## config.mk

```make
export PLATFORM = sky130hd
export DESIGN_NAME = fir_tm_controller
export DESIGN_NICKNAME = d
export VERILOG_FILES = /design/src/rtl/fir_tm_controller.sv
export SDC_FILE = /design/constraint.sdc
export NUM_CORES = 1
export LEC_CHECK = 0
export BUFFER_PORTS_ARGS = -buffer_cell sky130_fd_sc_hd__buf_2
export CAP_MARGIN = 10
export CORE_MARGIN = 3
export CORE_UTILIZATION = 45
export CTS_CLUSTER_SIZE = 10
export DETAILED_ROUTE_END_ITERATION = 16
export PLACE_DENSITY = 0.66
export SYNTH_ARGS = -nofsm -noshare
export SYNTH_HDL_FRONTEND = slang
export SYNTH_SLANG_ARGS = --single-unit
```

## constraint.sdc

```tcl
create_clock -name CLK -period 2.8 [get_ports CLK]
set_input_delay 0.14 -clock CLK [delete_from_list [all_inputs] [get_ports CLK]]
set_output_delay 0.14 -clock CLK [all_outputs]
set_load 0.02 [all_outputs]
```

## src/rtl/fir_tm_controller.sv

```systemverilog
// Time-multiplexed FIR controller: sequences N+1 taps through one MAC per input sample.
// Optional macro FIR_CTRL_OVERLAP_EN lets a new sample be accepted in the same cycle the output is taken.
module fir_tm_controller #(
  parameter int N  = 4,
  parameter int AW = 3
) (
  input  logic          CLK,
  input  logic          RESET,
  input  logic          in_valid,
  output logic          in_ready,
  output logic          wr_en,
  output logic [AW-1:0] wr_addr,
  output logic [AW-1:0] smp_addr,
  output logic [AW-1:0] coef_addr,
  output logic          acc_clr,
  output logic          acc_en,
  input  logic          mac_ovf,
  output logic          out_valid,
  input  logic          out_ready,
  output logic          ovf_sticky,
  output logic          busy
);

  localparam logic [AW-1:0] LP_LAST = AW'(N);
  localparam logic [AW-1:0] LP_TAPS = AW'(N + 1);

  typedef enum logic [1:0] {
    IDLE  = 2'd0,
    MAC   = 2'd1,
    DRAIN = 2'd2,
    HOLD  = 2'd3
  } state_t;

  state_t        r_state;
  state_t        w_next;
  logic [AW-1:0] r_wp;
  logic [AW-1:0] r_base;
  logic [AW-1:0] r_tap;
  logic          r_acc_en;
  logic          r_acc_clr;
  logic          r_ovf;
  logic          w_accept;
  logic          w_in_mac;
  logic          w_last_tap;
  logic [AW-1:0] w_smp;

  always_ff @(posedge CLK) begin
    if (RESET) begin
      r_state <= IDLE;
    end else begin
      r_state <= w_next;
    end
  end

  always_comb begin
    w_next    = r_state;
    in_ready  = 1'b0;
    out_valid = 1'b0;
    busy      = 1'b1;
    case (r_state)
      IDLE: begin
        busy     = 1'b0;
        in_ready = 1'b1;
        if (in_valid) begin
          w_next = MAC;
        end
      end
      MAC: begin
        if (w_last_tap) begin
          w_next = DRAIN;
        end
      end
      DRAIN: begin
        w_next = HOLD;
      end
      HOLD: begin
        out_valid = 1'b1;
`ifdef FIR_CTRL_OVERLAP_EN
        in_ready = out_ready;
        if (out_ready) begin
          w_next = in_valid ? MAC : IDLE;
        end
`else
        if (out_ready) begin
          w_next = IDLE;
        end
`endif
      end
      default: begin
        w_next = IDLE;
      end
    endcase
    if (RESET) begin
      in_ready = 1'b0;
    end
    w_accept = in_ready & in_valid;
    wr_en    = w_accept;
  end

  assign w_in_mac   = (r_state == MAC);
  assign w_last_tap = w_in_mac && (r_tap == LP_LAST);
  // (base - k) mod (N+1); the AW-bit wrap cancels out because the true result lies in 0..N
  assign w_smp      = (r_base >= r_tap) ? (r_base - r_tap) : (r_base - r_tap + LP_TAPS);

  always_ff @(posedge CLK) begin
    if (RESET) begin
      r_wp      <= '0;
      r_base    <= '0;
      r_tap     <= '0;
      r_acc_en  <= 1'b0;
      r_acc_clr <= 1'b0;
      r_ovf     <= 1'b0;
    end else begin
      r_acc_en  <= w_in_mac;
      r_acc_clr <= w_in_mac && (r_tap == '0);
      if (w_accept) begin
        r_base <= r_wp;
        r_tap  <= '0;
        r_wp   <= (r_wp == LP_LAST) ? '0 : r_wp + 1'b1;
        r_ovf  <= 1'b0;
      end else begin
        if (r_acc_en && mac_ovf) begin
          r_ovf <= 1'b1;
        end
        if (w_last_tap) begin
          r_tap <= '0;
        end else if (w_in_mac) begin
          r_tap <= r_tap + 1'b1;
        end
      end
    end
  end

  assign wr_addr    = r_wp;
  assign smp_addr   = w_in_mac ? w_smp : '0;
  assign coef_addr  = w_in_mac ? r_tap : '0;
  assign acc_en     = r_acc_en;
  assign acc_clr    = r_acc_clr;
  assign ovf_sticky = r_ovf;

endmodule

```

Word level (Yosys, flattened, before mapping)
Cells that the tools add are included.
Word-level totals
  flip-flop bits (word level): 14
  input bits: 5
  output and inout port bits: 16
  word-level logic and storage cells: 41
Operators by class
  add/subtract/negate cells: 4
  order comparisons: 1
  eq/ne operators: 8
  mux-type cells: 12
  bitwise operators: 1
  reductions and logical operators: 8
Operators by type and width (count)
  2-to-1 mux 3 bit: 4
  one-hot mux 2 bit (4 select lines): 1
  adder 3 x 1 -> 3 bit (second input constant): 2
  == test 3 bit (second input constant): 2
  2-to-1 mux 2 bit: 3
  == test 2 bit (second input constant): 2
  2-to-1 mux 1 bit: 4
  inequality test 2 bit (second input constant): 2
  adder 3 bit (second input constant): 1
  >= comparator 3 bit: 1
  logical AND 1 bit: 3
  logical NOT 3 bit: 1
  AND reduction 3 bit: 1
  OR reduction 3 bit: 1
  subtractor 3 bit: 1
  == test 2 x 1 -> 1 bit (second input constant): 1
  logical NOT 2 bit: 1
  inequality test 2 x 1 -> 1 bit (second input constant): 1
  OR reduction 2 bit: 1
  AND 1 bit: 1

Logic depth before layout (Yosys ltp)
  depth after elaboration: 5
  mapped depth: 7
  mapped depth without buffers: 7

Least setup slack after synthesis
No wires, ideal clock.
  kind: reg2out
  start: register r_tap[0]
  end: output smp_addr[2]
  arrival: 1.812 ns
  data required time: 2.660 ns
  slack: 0.848 ns
  cell stages (with the launch flop): 7
  buffers on the path: 0
  cells stage by stage: dfxtp_1 > ha_1 > inv_1 > fa_1 > ha_1 > or3_1 > and3_1
Between the ends
  word-level cells in the longest chain between the ends: 4
Ends and longest elaborated chain
  start: declaration: RTL line 38  | logic [AW-1:0] r_tap;
  start signal: assignment: RTL line 128  | r_tap <= r_tap + 1'b1;
  subtractor 3 bit: RTL line 103  | assign w_smp = (r_base >= r_tap) ? (r_base - r_tap) : (r_base - r_tap + LP_TAPS);
  adder 3 bit: RTL line 103
  2-to-1 mux 3 bit (*): RTL line 103
  2-to-1 mux 3 bit (*): RTL line 135  | assign smp_addr = w_in_mac ? w_smp : '0;
  end: declaration: RTL line 13  | output logic [AW-1:0] smp_addr,
Every way passes the cells marked *; elsewhere a longest branch is shown, timed or not.

Worst setup path in the final report
Ends and elaborated chain as after synthesis.

==> results_dict.tcl <==
set metrics [dict create \
    dr.first_iter.drc_count 10 \
    wl_per_cell_um 10.80 \
    worst_pin_slew_ps 370.5 \
    worst-path-buf-inv 2 \
    critPathTopFamily "adder cells" \
    rsz0062_at_grt "false" \
    final_layout_size_suffix_gt1_share_pct 23.58 \
    port_buffers 20 \
    outcome "complete, no violations" \
    synth_flop_cell "dfxtp_1" \
    drtPass1Iterations 5 \
    post_cts_resized 0 \
    setup_tns_ps 0 \
    clock-sinks 14 \
    track_usage_pct 14.37 \
    overflow 0 \
    synth_nets 120 \
    power_density_nw_per_um2 869.2 \
    cts_buffers 3 \
    start_util_pct 48.65 \
    grt_pass1_vias 672 \
    synth_edf_count 0 \
    slew_headroom_pct 75.27 \
    antenna_found_initial 0 \
    worstSetupPathType "flip-flop to output pin" \
    r2r_setup_slack_ps 1120 \
    min_from "mac_ovf" \
    die_w_um 49.68 \
    cts_hold_buf 0 \
    dp_cells 144 \
    worst_slack_ps 404.9 \
    synth_cell_types 26 \
    via_per_inst 4.885 \
    hold_end "ovf_sticky" \
    yosysWarningCount 0 \
    finClkSkew_ps 9.029 \
    drt.antenna.violating_nets 0 \
    hold_depth 3 \
    cts_setup_buffers 0 \
    min_period_ps 2395 \
    ys_ff_latch 14 \
    cts_tree "built" \
    critPathMostFrequentCell "ha_1" \
    nets 143 \
    ys_seq_area_share_pct 32.65 \
    final_common_cell "buf_2" \
    regToRegEndpoint "r_state[1]" \
    dieArea_um2 2468 \
    vias 723 \
    worst_ep_arrival_time_ps 2260 \
    place.gp.congestion 0.7512 \
    fmax_mhz 417.5 \
    syn_to_final_growth_pct 18.66 \
    total_power_w 0.0008853 \
    clock_latency_ps 280 \
    fp.dieH_um 49.68 \
    slew_viol_final 0 \
    htree_levels 1 \
    layout_common_cells "buf_2 (20), dfxtp_1 (14), inv_1 (13), ha_1 (13), nand2_1 (11)" \
    hp-class "primary input to flip-flop" \
    start_kind "flip-flop" \
    clk_root_buffer_cell "clkbuf_4" \
    setup_violations 0 \
    rows 15 \
    fin_cells 148 \
    finalHoldViolations 0 \
    clkTransAtPathRegs_ps 90 \
    worstPathRequired_ps 2660 \
    syn-instance-count 101 \
    slowest_delay_ps 450 \
    cp.depth 7 \
    reg2regPathDepth 6 \
    vdd_ir_drop_max_mv 0.7019 \
    leakagePower_nw 0.5039 \
    drc 0 \
    grt_max_degree 16 \
    r2r-start "r_state[1]" \
    preCtsSetupSlack_ps 695.6 \
    pin_count 21 \
    antenna_cells 0 \
    grt_pass1_wl_mm 2.780 \
    hpwl_mm 1.222 \
    post-route-period-util_pct 85.54 \
    netlist_area_um2 858.3 \
    avgSynthCellArea_um2 8.498 \
    critPathMaxFanout 5 \
    maxCapViolCount 0 \
    coreArea_um2 1764 \
    ys_async_sr_fraction_pct 0 \
    slowest_stage "fa_1" \
    fillCellCount 197 \
    crit_path_cell_trace "ha_1 > inv_1 > fa_1 > ha_1 > or3_1 > and3_1 > buf_2" \
    crit_path_end_kind "output pin" \
    cts_max_path_buffers 2 \
    finalWirelength_mm 1.598 \
]
==> worst register-to-register path: stages (launching register included) <==
cell	delay, ps
dfxtp_1	380
inv_1	100
ha_1	300
a21boi_1	220
a221oi_2	300
mux2i_1	220
nor2_1	50
==> cells in the mapped netlist, drive strengths merged (2+ instances only) <==
master   n  area (um^2)
dfxtp   14        280.3
ha      13        162.7
inv     13        48.80
nand2   11        41.29
a21oi    9        48.80
nor2     7        28.78
and2     4        25.02
nor3     4        20.02
o21ai    4        23.77
a211oi   3        22.52
and3     3        18.77
nor2b    3        21.27
clkbuf   2        7.510
mux2i    2        20.02
xnor2    2        17.52
==> where the power goes <==
group / total, W / switching (W) / internal (W)
clock: 0.000147 / 0.0000676 / 0.0000791
sequential: 0.000275 / 0.0000354 / 0.000240
combinational: 0.000463 / 0.000281 / 0.000182
==> kinds of logic after synthesis <==
group                      after synthesis  share of synthesized area (%)
and+or+nand+nor                         35                          20.41
AOI/OAI and AO/OA                       19                          14.72
buffers and inverters                   15                          6.560
adders and majority gates               14                          21.28
DFF                                     14                          32.65
xor gates and xnor gates                 2                          2.041
muxes                                    2                          2.332
==> sequential cells by signal, indices dropped and copies added (netlist names) <==
name,count
r_state,2
r_base,3
acc_clr,1
ovf_sticky,1
r_tap,3
wr_addr,3
acc_en,1
==> layer usage <==
layer / global-route usage [%] / part of all wire [%] / vias to the layer above
li1: - / - / 377
met1: 18.10 / 48 / 328
met2: 22.69 / 46 / 16
met3: 5.438 / 4.9 / 2
met4: 4.147 / 0.81 / 0
met5: 0 / 0 / -
==> metrics by stage <==
step | hold slack [ps] | cell area (um^2) | utilization (%)
after detailed placement | 444.4 | 982.2 | 55.67
after global routing | 160.5 | 1018 | 57.73
final | 158.4 | 1018 | 57.73
after CTS | 147.9 | 1018 | 57.73
after global placement | 425.1 | 982.2 | 55.67
after floorplan | 218.5 | 858.3 | -
==> area by class of cell <==
class	instances	area (um^2)	area share [%]
tap	25	31.28	3.071
inverter	13	48.80	4.791
timing repair buffer	20	100.1	9.828
multi-input combinational	72	521.8	51.23
sequential	14	280.3	27.52
clock buffer	4	36.28	3.563
==> worst max-delay path by stage <==
stage	start	end	slack [ps]
2_1_floorplan	r_tap[0]	smp_addr[2]	850
3_3_place_gp	r_tap[0]	smp_addr[2]	740
3_5_place_dp	r_tap[0]	smp_addr[2]	700
4_1_cts	r_tap[0]	smp_addr[2]	380
5_1_grt	r_tap[0]	smp_addr[2]	280
6_report	r_tap[0]	smp_addr[2]	400
Power figures use the tool's default switching activity.
